==> src/rtl/rvfi_bus_env_pkg.sv <==
// Shared types and helpers for the rvfi_bus_env formal bus environment.
package rvfi_bus_env_pkg;

    // Command-side handshake state of one channel
    typedef enum logic {
        IDLE  = 1'b0,
        STALL = 1'b1
    } cmdState_t;

    // Bits needed to hold the values 0..limit inclusive
    function automatic int cntWidth(input int limit);
        return $clog2(limit + 1);
    endfunction

endpackage

==> src/rtl/rvfi_bus_env_chan.sv <==
// One independent bus channel: outstanding-response tracking, command-side
// handshake checking and optional fairness forcing.
// Optional feature: RVFI_BUS_FAIRNESS_EN bounds command and response stalls
// at MAX_STALL cycles; without it the random inputs are never overridden.
module rvfi_bus_env_chan
    import rvfi_bus_env_pkg::*;
#(
    parameter int DW         = 32,
    parameter int PEND_DEPTH = 4,
    parameter int MAX_STALL  = 3,
    parameter bit WR_RSP     = 1'b0,
    parameter int CW         = cntWidth(PEND_DEPTH)
) (
    input  logic          clock,
    input  logic          reset,
    input  logic          cmd_valid,
    input  logic          cmd_wr,
    output logic          cmd_ready,
    output logic          rsp_valid,
    output logic [DW-1:0] rsp_data,
    input  logic          rnd_cmd_ready,
    input  logic          rnd_rsp_valid,
    input  logic [DW-1:0] rnd_rsp_data,
    output logic [CW-1:0] pend_count,
    output logic          protocol_err
);

    localparam logic [CW-1:0] DEPTH_C = CW'(PEND_DEPTH);
    localparam logic [CW-1:0] ONE_C   = CW'(1);

    // A zero-depth channel or a zero fairness bound makes no sense
    if (PEND_DEPTH < 1 || MAX_STALL < 1) begin : gBadParams
        $error("rvfi_bus_env_chan: PEND_DEPTH and MAX_STALL must be >= 1");
    end

    cmdState_t     state;
    cmdState_t     stateNext;
    logic [CW-1:0] pendCount;
    logic [CW-1:0] pendNext;
    logic          heldWr;
    logic          errSet;
    logic          notFull;
    logic          accept;
    logic          expects;
    logic          stalled;
    logic          forceCmd;
    logic          forceRsp;

    // Full blocks commands and empty blocks responses, so the counter can
    // neither overflow nor underflow. The count is registered, which gives
    // at least one cycle between an accept and its response.
    assign notFull   = (pendCount < DEPTH_C);
    assign cmd_ready = (rnd_cmd_ready | forceCmd) & notFull;
    assign rsp_valid = (rnd_rsp_valid | forceRsp) & (pendCount != '0);
    assign rsp_data  = rsp_valid ? rnd_rsp_data : '0;
    assign accept    = cmd_valid & cmd_ready;
    assign expects   = accept & (~cmd_wr | WR_RSP);
    assign stalled   = cmd_valid & ~cmd_ready;

    assign pend_count = pendCount;

`ifdef RVFI_BUS_FAIRNESS_EN
    localparam int            SW          = cntWidth(MAX_STALL);
    localparam logic [SW-1:0] STALL_MAX_C = SW'(MAX_STALL);
    localparam logic [SW-1:0] STALL_ONE_C = SW'(1);

    logic [SW-1:0] cmdStall;
    logic [SW-1:0] rspWait;

    // Count consecutive refused-command cycles and unanswered-pending cycles
    always_ff @(posedge clock) begin
        if (reset) begin
            cmdStall <= '0;
            rspWait  <= '0;
        end else begin
            if (!stalled)
                cmdStall <= '0;
            else if (cmdStall != STALL_MAX_C)
                cmdStall <= cmdStall + STALL_ONE_C;

            if (rsp_valid || pendCount == '0)
                rspWait <= '0;
            else if (rspWait != STALL_MAX_C)
                rspWait <= rspWait + STALL_ONE_C;
        end
    end

    // The fullness gate is applied again in cmd_ready; kept here for clarity
    assign forceCmd = (cmdStall == STALL_MAX_C) & notFull;
    assign forceRsp = (rspWait == STALL_MAX_C);
`else
    assign forceCmd = 1'b0;
    assign forceRsp = 1'b0;
`endif

    // Net change of one per cycle at most; accept plus response cancels out
    always_comb begin
        pendNext = pendCount;
        if (expects && !rsp_valid)
            pendNext = pendCount + ONE_C;
        else if (!expects && rsp_valid)
            pendNext = pendCount - ONE_C;
    end

    // Next state and violation detection: a stalled command must be held
    // with the same direction until it is accepted
    always_comb begin
        stateNext = state;
        errSet    = 1'b0;
        unique case (state)
            IDLE: begin
                if (stalled)
                    stateNext = STALL;
            end
            STALL: begin
                if (!cmd_valid || cmd_wr != heldWr)
                    errSet = 1'b1;
                if (accept || !cmd_valid)
                    stateNext = IDLE;
            end
            default: stateNext = IDLE;
        endcase
    end

    // State, outstanding count, captured direction and sticky error flag
    always_ff @(posedge clock) begin
        if (reset) begin
            state        <= IDLE;
            pendCount    <= '0;
            heldWr       <= 1'b0;
            protocol_err <= 1'b0;
        end else begin
            state     <= stateNext;
            pendCount <= pendNext;
            if (state == IDLE)
                heldWr <= cmd_wr;
            if (errSet)
                protocol_err <= 1'b1;
        end
    end

endmodule

==> src/rtl/rvfi_bus_env.sv <==
// Formal bus environment: NCH fully independent channels, each modelling a
// slave that accepts commands and returns responses under solver control.
// Optional feature: define RVFI_BUS_FAIRNESS_EN to bound stalls at MAX_STALL.
module rvfi_bus_env
    import rvfi_bus_env_pkg::*;
#(
    parameter int             NCH        = 2,
    parameter int             DW         = 32,
    parameter int             PEND_DEPTH = 4,
    parameter int             MAX_STALL  = 3,
    parameter logic [NCH-1:0] WR_RSP     = '0,
    localparam int            CW         = cntWidth(PEND_DEPTH)
) (
    input  logic              clock,
    input  logic              reset,
    input  logic [NCH-1:0]    cmd_valid,
    input  logic [NCH-1:0]    cmd_wr,
    output logic [NCH-1:0]    cmd_ready,
    output logic [NCH-1:0]    rsp_valid,
    output logic [NCH*DW-1:0] rsp_data,
    input  logic [NCH-1:0]    rnd_cmd_ready,
    input  logic [NCH-1:0]    rnd_rsp_valid,
    input  logic [NCH*DW-1:0] rnd_rsp_data,
    output logic [NCH*CW-1:0] pend_count,
    output logic [NCH-1:0]    protocol_err
);

    // One channel per slice; no signal crosses between channels
    for (genvar c = 0; c < NCH; c++) begin : gChan
        rvfi_bus_env_chan #(
            .DW         (DW),
            .PEND_DEPTH (PEND_DEPTH),
            .MAX_STALL  (MAX_STALL),
            .WR_RSP     (WR_RSP[c]),
            .CW         (CW)
        ) uChan (
            .clock         (clock),
            .reset         (reset),
            .cmd_valid     (cmd_valid[c]),
            .cmd_wr        (cmd_wr[c]),
            .cmd_ready     (cmd_ready[c]),
            .rsp_valid     (rsp_valid[c]),
            .rsp_data      (rsp_data[c*DW +: DW]),
            .rnd_cmd_ready (rnd_cmd_ready[c]),
            .rnd_rsp_valid (rnd_rsp_valid[c]),
            .rnd_rsp_data  (rnd_rsp_data[c*DW +: DW]),
            .pend_count    (pend_count[c*CW +: CW]),
            .protocol_err  (protocol_err[c])
        );
    end

endmodule

==> config.mk <==
export PLATFORM = sky130hd
export DESIGN_NAME = rvfi_bus_env
export DESIGN_NICKNAME = d
export VERILOG_FILES = /design/src/rtl/rvfi_bus_env_pkg.sv /design/src/rtl/rvfi_bus_env_chan.sv /design/src/rtl/rvfi_bus_env.sv
export SDC_FILE = /design/constraint.sdc
export NUM_CORES = 1
export LEC_CHECK = 0
export ABC_AREA = 1
export CORE_UTILIZATION = 29
export CTS_BUF_LIST = sky130_fd_sc_hd__clkbuf_8
export DETAILED_ROUTE_END_ITERATION = 8
export PLACE_DENSITY = 0.88
export SETUP_SLACK_MARGIN = 0.15
export SYNTH_ARGS = -nofsm -noshare
export SYNTH_HDL_FRONTEND = slang
export SYNTH_SLANG_ARGS = --single-unit
==> constraint.sdc <==
create_clock -name clock -period 4.8 [get_ports clock]
set_clock_uncertainty 0.15 [all_clocks]
set_input_delay 0.72 -clock clock [delete_from_list [all_inputs] [get_ports clock]]
set_output_delay 0.72 -clock clock [all_outputs]
set_load 0.01 [all_outputs]
### After elaboration in Yosys (flattened, before gate mapping)

Cells that the tools add are included.

| operators by class | value |
|---|---|
| reductions and logical operators | 18 |
| $lt $le $gt $ge | 2 |
| bitwise logic cells | 16 |
| muxes and demuxes | 16 |
| add/subtract/negate cells | 4 |
| equal/unequal tests | 2 |

Operators with widths:

| kind | count |
|---|---|
| 32-bit 2-to-1 mux | 2 |
| 3-bit 2-to-1 mux | 4 |
| 1-bit AND | 10 |
| 1-bit 2-to-1 mux | 8 |
| 3-bit by 1-bit adder with 3-bit output (second input constant) | 2 |
| 1-bit logical NOT | 6 |
| 3-bit less-than comparator (second input constant) | 2 |
| 1-bit inverter | 6 |
| 3-bit nonzero test | 2 |
| 3-bit by 1-bit subtractor with 3-bit output (second input constant) | 2 |
| 1-bit logical AND | 4 |
| 1-bit logical OR | 4 |
| 1-bit case mux with 2 select lines | 2 |
| 2-bit nonzero test | 2 |
| 1-bit != test | 2 |

| word-level totals | value |
|---|---|
| input bits | 74 |
| bits in registers | 12 |

### Depth between registers and ports, before layout

Gate-level depths: netlist of run 1.

| depth | value |
|---|---|
| depth after elaboration | 8 |
| mapped depth | 12 |

### Modules after synthesis

From an unflattened synthesis of run 1, not the netlist that was laid out.

| unflattened totals | value |
|---|---|
| cell total of the unflattened synthesis | 218 |
| area, all modules | 1178.6 µm² |

Modules (own cells, without submodules):

| module | instances | cells each | area each (µm²) |
|---|---|---|---|
| rvfi_bus_env_chan | 2 | 109 | 589.3 |

### Worst setup path before layout of run 1

OpenSTA, ideal clock, no wires.

| timing | value |
|---|---|
| kind | input-to-reg |
| from | input port rnd_rsp_valid[1] |
| to | register gChan[1].uChan.pendCount[2] |
| cell stages on the path | 11 |
| required time | 4537 ps |
| buffers on the path | 1 |
| path slack | 2671 ps |
| arrival | 1866 ps |
| cell sequence | o31ai_4 -> buf_6 -> ha_1 -> inv_1 -> fa_1 -> inv_1 -> nand2_1 -> nand3_1 -> nand2_1 -> nand2_1 -> nor2_1 |

| on the way | value |
|---|---|
| longest elaborated chain between the ends | 4 |

Ends and longest elaborated chain:

| what | line | source |
|---|---|---|
| start: declaration | rvfi_bus_env.sv:22 | `input logic [NCH-1:0] rnd_rsp_valid,` |
| 1-bit AND (*) | rvfi_bus_env_chan.sv:54 | `assign rsp_valid = (rnd_rsp_valid \| forceRsp) & (pendCount != '0);` |
| 1-bit logical NOT | rvfi_bus_env_chan.sv:99 | `if (expects && !rsp_valid)` |
| 1-bit logical AND | rvfi_bus_env_chan.sv:99 |  |
| 3-bit 2-to-1 mux / 2-bit nonzero test (equally long branches) | - |  |
| end signal: assignment | rvfi_bus_env_chan.sv:134 | `pendCount <= pendNext;` |
| end: declaration | rvfi_bus_env_chan.sv:38 | `logic [CW-1:0] pendCount;` |

Every way passes the cells marked *; elsewhere a longest branch is shown, timed or not.
A chain may end at the register's enable or synchronous reset.

### Worst setup path in the final report of run 1

| timing | value |
|---|---|
| from | register gChan[1].uChan.pendCount[0] |
| to | output port rsp_data[36] |

| on the way | value |
|---|---|
| longest elaborated chain between the ends | 3 |

Ends and longest elaborated chain:

| what | line | source |
|---|---|---|
| 3-bit nonzero test | rvfi_bus_env_chan.sv:54 |  |
| 1-bit AND | rvfi_bus_env_chan.sv:54 |  |
| 32-bit 2-to-1 mux | rvfi_bus_env_chan.sv:55 | `assign rsp_data = rsp_valid ? rnd_rsp_data : '0;` |
| end: declaration | rvfi_bus_env.sv:20 | `output logic [NCH*DW-1:0] rsp_data,` |

No other way between the ends.

==> impl_metrics.env, run 1 <==
export IMPL_rsz0062_at_grt="false"
export IMPL_r2r_setup_slack_ns=1.94
export IMPL_cts_made_buffers=3
export IMPL_core_area_um2=4030
export IMPL_max_freq_mhz=301
export IMPL_outcome="completed"
export IMPL_critPathRequiredTime_ns=3.93
export IMPL_yosysWarnings=0
export IMPL_ir_drop_uv=217
export IMPL_synth_top_family_by_area="buffers and inverters"
export IMPL_start_kind="register"
export IMPL_num_io_pins=150
export IMPL_via_count=1623
export IMPL_first_iter_violations=58
export IMPL_antenna_found_initial=0
export IMPL_power_total_mw=1.04
export IMPL_power_density_nw_per_um2=382
export IMPL_die_h_um=67.0
export IMPL_wire_per_inst_um=10.6
export IMPL_critPathArrivalTime_ns=2.45
export IMPL_p_leak_nw=1.37
export IMPL_hold_end="gChan[0].uChan.heldWr"
export IMPL_grt_max_degree=35
export IMPL_cts_repair_resized=0
export IMPL_cts_sinks=12
export IMPL_gp_congestion=0.707
export IMPL_fin_tns_setup_ns=0
export IMPL_wirelength_mm=4.40
export IMPL_ys_flop_type="dfxtp_1"
export IMPL_nFillCells=328
export IMPL_mappedNetlistArea_um2=1220
export IMPL_r2r_start="gChan[1].uChan.pend_count[0]"
export IMPL_yosys_register_bits=12
export IMPL_fin_crit_ns=3.32
export IMPL_start_util=0.304
export IMPL_avgViaCountPerCell=3.92
export IMPL_grt_pass1_wl_mm=6.39
export IMPL_overflow=0
export IMPL_hold_viol_final=0
export IMPL_synth_area_leaders="inv_1, nor2_1, dfxtp_1"
export IMPL_postSynthCellCount=223
export IMPL_synth_xor_area_frac=0.0143
export IMPL_worstRegToRegCells=10
export IMPL_synth_most_common_cell="inv_1"
export IMPL_hpwl_mm=3.65
export IMPL_synth_area_per_cell_um2=5.49
export IMPL_finalCritPeriodShare=0.692
export IMPL_hold_depth=1
export IMPL_fin_nets=443
export IMPL_dieArea_um2=4490
export IMPL_synth_area_mux_share=0
export IMPL_yosys_area_share_simple=0.317
export IMPL_drive_above_1_share=0.0275
export IMPL_synth_distinct_cells=15
export IMPL_endpoint_kind="output port"
export IMPL_io_buffers=149
export IMPL_clock_path_buffers=2
export IMPL_synth_net_count=301
export IMPL_rows=23
export IMPL_drv_cap=0
export IMPL_cts_tree="done"
export IMPL_yosys_area_top_type="inv_1"
export IMPL_track_usage=0.187
export IMPL_placed_cells=410
export IMPL_synth_common_cells="inv_1, nor2_1, nand2_1, dfxtp_1"
export IMPL_root_buffer="clkbuf_8"
export IMPL_final_antenna_net_count=0
export IMPL_htreeDepth=1
export IMPL_synth_fa_ha_area_frac=0.0531
export IMPL_n_antenna_cell=0
export IMPL_pre_cts_slack_ns=1.60
export IMPL_die_w_um=67.0
export IMPL_min_from="gChan[0].uChan.state"
export IMPL_synth_top_area_share=0.260
export IMPL_clock_latency_ns=0.25
export IMPL_maxSlewHeadroom=0.125
export IMPL_reg2reg_to="gChan[1].uChan.pend_count[2]"
export IMPL_synth_edf_count=0
export IMPL_maxSlewViolCount=0
export IMPL_setup_viol=0
export IMPL_finalWorstSetupSlack_ns=1.48
export IMPL_async_flop_share=0
export IMPL_cp_max_fo=34
export IMPL_critPathKind="register to output port"
export IMPL_synth_compound_area_share=0.0674
export IMPL_area_delta_synth_final_pct=122
export IMPL_cts_setup_buffers=0
export IMPL_hold_class="register to register"
export IMPL_firstDrtPassIters=4
export IMPL_drc=0
export IMPL_yosysSeqAreaShare=0.196
export IMPL_grt_pass1_vias=1412
export IMPL_final_cells=414
export IMPL_worstMarginPinSlew_ns=1.31
export IMPL_postCtsHoldBufs=0
export IMPL_cts_reportedPaths_clkPinSlew_ns=0.06
==> report_power, final <==
part	leakage, nW	internal (mW)	switching (mW)
clock	0.0288	0.0727	0.0420
sequential	0.0991	0.128	0.0419
combinational	1.25	0.415	0.341
total	1.37	0.615	0.425
==> final cells by class <==
type,count,area [µm²],area share
Timing Repair Buffer,149,1490,0.548
Multi-Input combinational cell,114,553,0.203
Inverter,85,319,0.117
Sequential cell,12,240,0.0883
Tap cell,50,62.6,0.0230
Clock buffer,4,55.1,0.0202
==> metal layers <==
layer / GRT usage / wire, µm / vias to the layer above
met5: 0 / 0 / -
met4: 0.0559 / 57 / 0
met3: 0.0360 / 360 / 7
met2: 0.354 / 2250 / 69
met1: 0.207 / 1730 / 672
li1: - / - / 875
==> logic make-up after synthesis <==
kind of cell,after synthesis
DFF,12
adders and majority gates,4
xor gates and xnor gates,2
AOI/OAI and AO/OA,10
buffers and inverters,97
and+or+nand+nor,98
==> metrics by stage <==
stage | hold slack, ns | cell area, µm² | util
5_1_grt | 0.328 | 2720 | 0.675
2_1_floorplan | 0.274 | 1220 | -
3_3_place_gp | 0.290 | 2670 | 0.662
6_report | 0.303 | 2720 | 0.675
3_5_place_dp | 0.295 | 2670 | 0.662
4_1_cts | 0.305 | 2720 | 0.675
==> worst max-delay path, stage by stage, from the launching register on <==
cell	delay, ns
dfxtp_1	0.38
o31ai_4	1.09
nor2_1	0.15
clkdlybuf4s50_1	0.58
==> sequential cells by signal, summed over array words and instances, names as in the netlist <==
| name | count |
|---|---|
| gChan.uChan.protocol_err | 2 |
| gChan.uChan.state | 2 |
| gChan.uChan.pend_count | 6 |
| gChan.uChan.heldWr | 2 |
==> layout by cell type, fill, tap and decap left out, drive strengths merged <==
cell type / count
nand2: 16
clkdlybuf4s50: 149
dfxtp: 12
nor2: 74
nand3: 4
a21oi: 4
clkbuf: 4
fa: 2
ha: 2
o21ai: 4
nor3: 4
o31ai: 2
inv: 85
xor2: 2
==> how the worst max path moves through the flow <==
stage	start	to
after CTS	gChan[1].uChan.pend_count[0]	rsp_data[36]
after detailed placement	rnd_rsp_valid[1]	rsp_data[36]
after floorplan	rnd_rsp_valid[1]	gChan[1].uChan.pend_count[2]
after global routing	gChan[1].uChan.pend_count[0]	rsp_data[36]
final	gChan[1].uChan.pend_count[0]	rsp_data[36]
after global placement	rnd_rsp_valid[1]	rsp_data[57]
No activity file was read; power rests on OpenSTA's default activity.
==> inputs of run 2 (changes only) <==
Settings changed: CORE_UTILIZATION 29 to 27, PLACE_DENSITY 0.88 to 0.83.
Clock period 4.8 ns to 3.4 ns, I/O delays scaled along.
==> impl_metrics.env, run 2 (synthesis results as in run 1) <==
export IMPL_n_antenna_cell=0
export IMPL_wire_per_inst_um=10.7
export IMPL_cts_tree="done"
export IMPL_dieArea_um2=4810
export IMPL_grt_pass1_vias=1517
export IMPL_placed_cells=413
export IMPL_start_kind="register"
export IMPL_io_buffers=149
export IMPL_grt_pass1_wl_mm=7.25
export IMPL_outcome="completed"
export IMPL_htreeDepth=1
export IMPL_hpwl_mm=3.75
export IMPL_critPathRequiredTime_ns=2.74
export IMPL_firstDrtPassIters=3
export IMPL_worstMarginPinSlew_ns=1.24
export IMPL_power_total_mw=1.44
export IMPL_pwr_share_seq=0.166
export IMPL_critPathKind="register to output port"
export IMPL_fin_crit_ns=2.97
export IMPL_avgViaCountPerCell=3.94
export IMPL_hold_viol_final=0
export IMPL_max_freq_mhz=336
export IMPL_power_density_nw_per_um2=528
export IMPL_max_stage_delay_ns=1.04
export IMPL_maxSlewHeadroom=0.171
export IMPL_layout_common_cells="clkdlybuf4s50_1, inv_1, nor2_1"
export IMPL_cts_repair_resized=0
export IMPL_antenna_found_initial=0
export IMPL_rsz0062_at_grt="false"
export IMPL_power_share_switching=0.410
export IMPL_finalCritPeriodShare=0.874
export IMPL_final_cell_area_um2=2720
export IMPL_root_buffer="clkbuf_8"
export IMPL_area_delta_synth_final_pct=122
export IMPL_clock_path_buffers=2
export IMPL_via_count=1641
export IMPL_drc=0
export IMPL_overflow=0
export IMPL_num_io_pins=150
export IMPL_finalWorstSetupSlack_ns=0.427
export IMPL_fin_util=0.624
export IMPL_pre_cts_slack_ns=0.610
export IMPL_drive_above_1_share=0.0275
export IMPL_maxSlewViolCount=0
export IMPL_final_cells=416
export IMPL_endpoint_kind="output port"
export IMPL_fin_nets=444
export IMPL_mostFrequentLayoutCell="clkdlybuf4s50_1"
export IMPL_cts_setup_buffers=0
export IMPL_final_antenna_net_count=0
export IMPL_clock_latency_ns=0.24
export IMPL_setup_viol=0
export IMPL_ir_drop_uv=278
export IMPL_drv_cap=0
export IMPL_fin_tns_setup_ns=0
export IMPL_cts_sinks=12
export IMPL_largest_reg_flops=6
export IMPL_grt_max_degree=35
export IMPL_start_util=0.281
export IMPL_die_h_um=69.4
export IMPL_first_iter_violations=69
export IMPL_p_int_mw=0.847
export IMPL_rows=24
export IMPL_die_w_um=69.4
export IMPL_wirelength_mm=4.44
export IMPL_worst_path_max_delay_cell="o31ai_4"
export IMPL_cp_max_fo=34
export IMPL_cts_made_buffers=3
export IMPL_power_frac_clock=0.089
export IMPL_holdWs_ns=0.301
export IMPL_p_sw_mw=0.589
export IMPL_p_leak_nw=1.37
export IMPL_cts_reportedPaths_clkPinSlew_ns=0.05
export IMPL_worstPathCellList="o31ai_4, nor2_1, clkdlybuf4s50_1"
export IMPL_hold_class="register to register"
export IMPL_pwr_share_comb=0.745
export IMPL_dpl_cell_area_um2=2680
export IMPL_gp_congestion=0.795
export IMPL_core_area_um2=4350
export IMPL_postCtsHoldBufs=0
export IMPL_critPathArrivalTime_ns=2.31
export IMPL_track_usage=0.185
[run 2: cell count changes in the layout (fill, tap and decap cells not counted)]
cell and delta:
buf_4 +1, clkbuf_8 -1
[run 2: cell type report]
type	instances	area, µm²
inverter	85	319
fill	400	1640
clock buffer	3	41.3
tap	52	65.1
sequential	12	240
multi-input combinational	114	553
timing repair buffer	150	1500
[run 2: per-layer routing]
layer  global-route usage  up-vias  wire (µm)
met4               0.0522        0         81
met5                    0        -          0
met2                0.351       67       2280
met1                0.215      687       1830
li1                     -      879          -
met3               0.0233        8        252
[run 2: worst paths after layout]
| check | slack [ns] | to | cells after the start | from |
|---|---|---|---|---|
| hold / removal | 0.30 | gChan[0].uChan.protocol_err | 2 | gChan[0].uChan.protocol_err |
| setup reg to reg | 0.61 | gChan[0].uChan.pend_count[2] | 10 | gChan[0].uChan.pend_count[0] |
| setup / recovery | 0.43 | rsp_data[17] | 3 | gChan[0].uChan.pend_count[0] |
| hold reg to reg | 0.30 | gChan[0].uChan.protocol_err | 2 | gChan[0].uChan.protocol_err |
[run 2: power by group through the flow]
stage               clock network [mW]  logic (mW)  registers (mW)
floorplan                            0       0.540           0.248
global placement                     0        1.05           0.242
detailed placement                   0        1.08           0.243
CTS                              0.132        1.08           0.240
global route                     0.140        1.17           0.248
finish                           0.128        1.07           0.238
[run 2: worst max-delay path, delay by kind of cell (launching register included)]
family,cells,cell delay [ns]
simple gates,1,0.11
buf+inv,1,0.54
compound gates,1,1.04
flops,1,0.37
